===== src/rtl/packetizer_pkg.sv =====
// Shared types, flit header layout and packet-geometry helpers for the serial packetizer.
package packetizer_pkg;

   typedef enum logic {
      ST_IDLE = 1'b0,
      ST_SEND = 1'b1
   } pkt_state_t;

   localparam int FLIT_HDR_BITS = 3;

   // Header bit positions counted down from the flit MSB.
   localparam int FLIT_VALID_BIT = 0;
   localparam int FLIT_HEAD_BIT  = 1;
   localparam int FLIT_TAIL_BIT  = 2;

   function automatic int head_payload_w(input int flit_w, input int addr_w, input int vc_w);
      return flit_w - FLIT_HDR_BITS - vc_w - addr_w;
   endfunction

   function automatic int body_payload_w(input int flit_w, input int vc_w);
      return flit_w - FLIT_HDR_BITS - vc_w;
   endfunction

   function automatic int calc_num_flits(input int width_in, input int flit_w,
                                         input int addr_w, input int vc_w);
      int head_pl;
      int body_pl;
      int rem;
      head_pl = head_payload_w(flit_w, addr_w, vc_w);
      body_pl = body_payload_w(flit_w, vc_w);
      rem     = (width_in > head_pl) ? (width_in - head_pl) : 0;
      return 1 + (rem + body_pl - 1) / body_pl;
   endfunction

endpackage


===== src/rtl/packetizer_flit_fmt.sv =====
// Combinational flit formatter: selects the payload slice for flit idx and adds the header.
module packetizer_flit_fmt
   import packetizer_pkg::*;
#(
   parameter int ADDRESS_WIDTH    = 4,
   parameter int VC_ADDRESS_WIDTH = 1,
   parameter int WIDTH_IN         = 64,
   parameter int FLIT_WIDTH       = 36,
   parameter int ASSIGNED_VC      = 0,
   parameter int NUM_FLITS        = calc_num_flits(WIDTH_IN, FLIT_WIDTH, ADDRESS_WIDTH, VC_ADDRESS_WIDTH),
   parameter int CNT_W            = $clog2(NUM_FLITS + 1)
) (
   input  logic                     valid,
   input  logic [WIDTH_IN-1:0]      data,
   input  logic [ADDRESS_WIDTH-1:0] dst,
   input  logic [CNT_W-1:0]         idx,
   input  logic [CNT_W-1:0]         last,
   output logic [FLIT_WIDTH-1:0]    flit
);

   localparam int HEAD_PL  = head_payload_w(FLIT_WIDTH, ADDRESS_WIDTH, VC_ADDRESS_WIDTH);
   localparam int BODY_PL  = body_payload_w(FLIT_WIDTH, VC_ADDRESS_WIDTH);
   localparam int TOTAL_PL = HEAD_PL + (NUM_FLITS - 1) * BODY_PL;
   localparam int PAD_W    = TOTAL_PL - WIDTH_IN;

   // Data left-aligned in the full packet payload so the tail pad lands at the LSBs.
   logic [TOTAL_PL-1:0] padded;
   logic [BODY_PL-1:0]  body_seg [NUM_FLITS];
   logic [BODY_PL-1:0]  sel_body;

   assign padded = TOTAL_PL'(data) << PAD_W;

   generate
      for (genvar gi = 0; gi < NUM_FLITS; gi++) begin : g_seg
         if (gi == 0) begin : g_head
            assign body_seg[gi] = {dst, padded[TOTAL_PL-1 -: HEAD_PL]};
         end else begin : g_body
            assign body_seg[gi] = padded[TOTAL_PL-1-HEAD_PL-(gi-1)*BODY_PL -: BODY_PL];
         end
      end
   endgenerate

   always_comb begin
      sel_body = '0;
      for (int i = 0; i < NUM_FLITS; i++) begin
         if (idx == CNT_W'(i)) begin
            sel_body = body_seg[i];
         end
      end
   end

   always_comb begin
      flit = '0;
      if (valid) begin
         flit = {{FLIT_HDR_BITS{1'b0}}, VC_ADDRESS_WIDTH'(ASSIGNED_VC), sel_body};
         flit[FLIT_WIDTH-1-FLIT_VALID_BIT] = 1'b1;
         flit[FLIT_WIDTH-1-FLIT_HEAD_BIT]  = (idx == '0);
         flit[FLIT_WIDTH-1-FLIT_TAIL_BIT]  = (idx == last);
      end
   end

endmodule


===== src/rtl/packetizer_serial.sv =====
// Serialises one data word + destination into a NUM_FLITS-flit NoC packet with ready/valid flow.
// Optional feature macro: PACKETIZER_VARLEN_EN adds len_in for per-packet flit counts.
module packetizer_serial
   import packetizer_pkg::*;
#(
   parameter int ADDRESS_WIDTH    = 4,
   parameter int VC_ADDRESS_WIDTH = 1,
   parameter int WIDTH_IN         = 64,
   parameter int FLIT_WIDTH       = 36,
   parameter int ASSIGNED_VC      = 0,
   localparam int NUM_FLITS       = calc_num_flits(WIDTH_IN, FLIT_WIDTH, ADDRESS_WIDTH, VC_ADDRESS_WIDTH),
   localparam int CNT_W           = $clog2(NUM_FLITS + 1)
) (
   input  logic                     clk,
   input  logic                     rst,
   input  logic [WIDTH_IN-1:0]      data_in,
   input  logic [ADDRESS_WIDTH-1:0] dst_in,
   input  logic                     valid_in,
`ifdef PACKETIZER_VARLEN_EN
   input  logic [CNT_W-1:0]         len_in,
`endif
   output logic                     ready_out,
   output logic [FLIT_WIDTH-1:0]    data_out,
   output logic                     valid_out,
   input  logic                     ready_in
);

   pkt_state_t               state_reg, state_next;
   logic [CNT_W-1:0]         idx_reg, idx_next;
   logic [CNT_W-1:0]         last_reg;
   logic [WIDTH_IN-1:0]      data_reg;
   logic [ADDRESS_WIDTH-1:0] dst_reg;
   logic [CNT_W-1:0]         len_last;
   logic                     at_last;
   logic                     accept;
   logic                     flit_hs;
   logic                     load;

`ifdef PACKETIZER_VARLEN_EN
   // Out-of-range lengths fall back to the full packet.
   always_comb begin
      len_last = CNT_W'(NUM_FLITS - 1);
      if (len_in != '0 && len_in <= CNT_W'(NUM_FLITS)) begin
         len_last = len_in - CNT_W'(1);
      end
   end
`else
   assign len_last = CNT_W'(NUM_FLITS - 1);
`endif

   assign at_last = (idx_reg == last_reg);

   always_comb begin
      ready_out  = 1'b0;
      valid_out  = 1'b0;
      state_next = state_reg;
      idx_next   = idx_reg;
      load       = 1'b0;

      // ready_in reaches ready_out combinationally so a new word can follow the tail directly.
      if (!rst) begin
         valid_out = (state_reg == ST_SEND);
         ready_out = (state_reg == ST_IDLE) || ((state_reg == ST_SEND) && at_last && ready_in);
      end
      accept  = valid_in && ready_out;
      flit_hs = valid_out && ready_in;

      case (state_reg)
         ST_IDLE: begin
            if (accept) begin
               state_next = ST_SEND;
               idx_next   = '0;
               load       = 1'b1;
            end
         end
         ST_SEND: begin
            if (flit_hs) begin
               if (at_last) begin
                  idx_next = '0;
                  if (accept) begin
                     load = 1'b1;
                  end else begin
                     state_next = ST_IDLE;
                  end
               end else begin
                  idx_next = idx_reg + CNT_W'(1);
               end
            end
         end
         default: begin
            state_next = ST_IDLE;
            idx_next   = '0;
         end
      endcase
   end

   always_ff @(posedge clk) begin
      if (rst) begin
         state_reg <= ST_IDLE;
         idx_reg   <= '0;
         last_reg  <= '0;
         data_reg  <= '0;
         dst_reg   <= '0;
      end else begin
         state_reg <= state_next;
         idx_reg   <= idx_next;
         if (load) begin
            data_reg <= data_in;
            dst_reg  <= dst_in;
            last_reg <= len_last;
         end
      end
   end

   packetizer_flit_fmt #(
      .ADDRESS_WIDTH    (ADDRESS_WIDTH),
      .VC_ADDRESS_WIDTH (VC_ADDRESS_WIDTH),
      .WIDTH_IN         (WIDTH_IN),
      .FLIT_WIDTH       (FLIT_WIDTH),
      .ASSIGNED_VC      (ASSIGNED_VC),
      .NUM_FLITS        (NUM_FLITS),
      .CNT_W            (CNT_W)
   ) u_flit_fmt (
      .valid (valid_out),
      .data  (data_reg),
      .dst   (dst_reg),
      .idx   (idx_reg),
      .last  (last_reg),
      .flit  (data_out)
   );

endmodule


===== config.mk =====
export PLATFORM = sky130hd
export DESIGN_NAME = packetizer_serial
export DESIGN_NICKNAME = d
export VERILOG_FILES = /design/src/rtl/packetizer_pkg.sv /design/src/rtl/packetizer_flit_fmt.sv /design/src/rtl/packetizer_serial.sv
export SDC_FILE = /design/constraint.sdc
export NUM_CORES = 1
export LEC_CHECK = 0
export ABC_CLOCK_PERIOD_IN_PS = 1500
export BUFFER_PORTS_ARGS = -buffer_cell sky130_fd_sc_hd__buf_2
export CAP_MARGIN = 10
export CORE_AREA = 2 2 96 98
export DETAILED_ROUTE_END_ITERATION = 10
export DIE_AREA = 0 0 98 100
export GPL_TIMING_DRIVEN = 0
export PLACE_DENSITY_LB_ADDON = 0.08
export REMOVE_ABC_BUFFERS = 1
export SLEW_MARGIN = 0
export SYNTH_ARGS = -nofsm -noshare
export SYNTH_HDL_FRONTEND = slang
export SYNTH_HIERARCHICAL = 1
export SYNTH_SLANG_ARGS = --single-unit

===== constraint.sdc =====
create_clock -name clk -period 1.5 [get_ports clk]
set_clock_uncertainty 0.1 [all_clocks]
set_input_delay 0.225 -clock clk [delete_from_list [all_inputs] [get_ports clk]]
set_output_delay 0.225 -clock clk [all_outputs]
set_load 0.05 [all_outputs]

==> summary.md <==
| Metric | Value |
|---|---|
| Failing checks | `negative setup slack` |
| Initial antenna violation count | `0` |
| Main combinational cell family by area after synthesis | `simple AND/OR/NAND/NOR gates` |
| Clock share of power | `0.345` |
| Most frequent cells in the layout | `nand2b_1 (137), buf_2 (70), mux2i_1 (69), dfxtp_1 (68), buf_6 (35)` |
| Overall Global Routing Usage | `0.2037` |
| Yosys reg bits | `72` |
| Clk slew on worst S/H paths | `about 0.080 ns` |
| First-pass GRT wire length | `around 16000 µm` |
| WL/cell | `15.59 µm` |
| Highest routed metal layer | `met4` |
| # diodes | `0` |
| Worst path slowest cell | `dfxtp_4` |
| Yosys warnings | `6` |
| Root Driver | `clkbuf_8` |
| Xor and xnor area share after synthesis | `0.006763` |
| TritonRoute pass-1 iters | `4` |
| CORE AREA | `8890 µm²` |
| 1st-iter DRT viols | `99` |
| Std cell rows | `35` |
| Vias in the first global route | `3154` |
| Multiplexer share of the synthesized area | `0.2576` |
| Simple-gate share of the synthesized area | `0.2892` |
| Cell taking the most area after synthesis | `dfxtp_1` |
| Most common cell after layout, fill and taps aside | `nand2b_1` |
| Reg area | `roughly 1500 µm²` |
| Routed WL | `around 10000 µm` |
| Top cell type's share of synthesized area | `0.3710` |
| Worst hold path type | `in2reg` |
| H-tree depth | `3` |
| # IOs | `110` |
| Via-to-Cell Ratio | `4.828` |
| Layout cells sized above 1 | `0.4570` |
| Max reg flops | `64` |
| Final setup fails | `approximately 110` |
| Critical path startpoint category | `flop` |
| Grt total ovfl | `0` |
| Flop-to-flop setup slack | `-0.22 ns` |
| RSZ-0062 raised after global routing | `yes` |
| Starting Density | `0.4370` |
| Num CTS Buffers | `9` |
| Leak | `0.002468 µW` |
| Final Power | `5257 µW` |
| Power per cell area | `between 800 and 900 nW/µm²` |
| Fin. max-slew vios | `0` |
| Syn Area/Cell | `9.545 µm²` |
| CP Cell Sequence | `nor2b_4 > buf_6 > nand2b_4 > nor2_4 > buf_6` |
| Post-synthesis compound-gate area fraction | `0.01932` |
| Largest net degree at the start of global routing | `143` |
| Post-route DRC | `0` |
| CP max stage delay | `0.35 ns` |
| Placer congestion estimate | `0.7105` |
| Die extent in y | `~100 µm` |
| P&R area growth vs syn | `60.35%` |
| Max-cap viol count | `0` |
| Register area share after synthesis | `0.3710` |
| Post-synthesis adder-cell area fraction | `0` |
| Detail Placement HPWL | `5226 µm` |
| Post-Syn Area | `a little under 4000 µm²` |
| Crit Path Max Fanout | `8` |
| Hold Vio Cnt, Final | `0` |
| Comb power frac | `0.238` |
| Setup crit end kind | `primary output` |
| Multi-input gate area | `2843 µm²` |
| Data required time at the worst endpoint | `1.17 ns` |
| Longest Clk Path Bufs | `2` |
| Net Sw Frac | `0.2731` |
| Crit path time final | `1.868 ns` |
| Top cells by area, synth | `dfxtp_1 (37%), mux2i_1 (26%), nand2b_1 (22%), nor2_1 (1.9%), buf_6 (1.7%)` |
| Final ANT Viol Nets | `0` |
| Met2 WL | `5126 µm` |
| # fillers | `662` |
| Worst path most repeated cell | `buf_6` |
| Arrival @ worst endpoint | `1.54 ns` |
| Max frequency | `535.3 MHz` |
| Worst skew pair latency | `0.34 ns` |
| WL met3 | `approximately 580 µm` |
| Area of the die | `about 9800 µm²` |
| Port bufs | `roughly 110` |
| Internal cell power | `3821 µW` |
| Via count | `3177` |
| Post-synth cell types | `29` |
| CTS tree | `yes` |
| Die Span X | `98 µm` |
| M1 WL | `4431 µm` |
| Sw power | `1436 µW` |
| CP Class | `reg2out` |
| Hold_buf cts | `0` |
| Final net count | `614` |
| Final period utilization | `1.245` |
| Status | `complete, but fails checks` |
| Seq pwr share | `0.417` |
| Peak VDD IR | `0.4698 mV` |
| Cells after synthesis | `slightly above 400` |
| Num Clock Sinks | `72` |
| Worst setup margin | `-0.3680 ns` |
| Finished Core Util | `0.7008` |
-- power groups by stage --
stage	logic (µW)	registers [µW]	clock network (µW)
floorplan	579	2170	0
global placement	818	2190	0
detailed placement	828	2190	0
CTS	1170	2150	1850
global route	1340	2210	1940
finish	1250	2190	1810
-- final cells by class --
type,count,area share
timing repair buffer,153,0.2488
tap,111,0.02229
multi-input combinational,305,0.4563
sequential,72,0.2334
inverter,1,0.0006025
clock inverter,4,0.01205
clock buffer,12,0.02651
-- path summary, 6_finish.rpt --
kind / start / endpoint / cells past startpoint
worst max-delay path: state_reg$_SDFF_PP0_ / data_out[5] / 5
worst min-delay path: data_in[40] / data_reg[40]$_SDFFE_PP0P_ / 3
worst max register to register: idx_reg[0]$_SDFFE_PP0P_ / data_reg[7]$_SDFFE_PP0P_ / 7
worst min register to register: data_reg[20]$_SDFFE_PP0P_ / data_reg[20]$_SDFFE_PP0P_ / 2
-- cells by family (layout without fill, tap and decap cells) --
logic type,Yosys count,in the layout
buffers and inverters,33,170
muxes,100,100
and+or+nand+nor,185,188
AOI/OAI and AO/OA,12,12
xor gates and xnor gates,3,3
other,2,2
DFF,72,72
-- Yosys cell counts, drive strengths merged --
master  instances
nand2           1
nand3b          4
dfxtp          72
or3b            1
nor2           30
xor2            1
o31ai           1
and3            1
nand3           1
o211ai          1
nor2b           2
o21ai           5
o21ba           1
and2            4
buf            17
xnor2           2
inv             1
clkbuf         15
nand2b        139
conb            2
a21oi           4
mux2i         100
nand4b          2
-- routing by layer --
metal,up-vias,track usage
met4,0,0.07051
met1,1491,0.2545
met2,74,0.3472
li1,1604,-
met5,-,0
met3,8,0.04666
-- repair_timing --
action / CTS / global route
pin swaps: 14 / 22
endpoints found under the setup margin: 109 / 106
cloned: 10 / 1
setup buffers: 25 / 14
resized for setup: 162 / 98
-- per-stage QoR --
step                std cells  setup TNS (ns)  hold WS (ns)  cell area, µm²  worst slack (ns)
floorplan                 375         -382.13        0.1941            3679            -4.606
global placement          594         -525.00        0.3581            4358            -6.808
detailed placement        600         -102.68        0.3629            4516            -1.299
CTS                       651          -27.35       0.01387            5793           -0.3549
global route              658          -26.92       0.01882            6230           -0.4364
finish                    658          -20.86       0.03130            6230           -0.3680
-- worst max-delay path: cells and delay by family, from the launching register on --
kind | cells | cell delay [ns]
simple gates | 3 | 0.55
flops | 1 | 0.35
buf+inv | 2 | 0.30
Note: power is estimated with default switching activity, not from simulation.
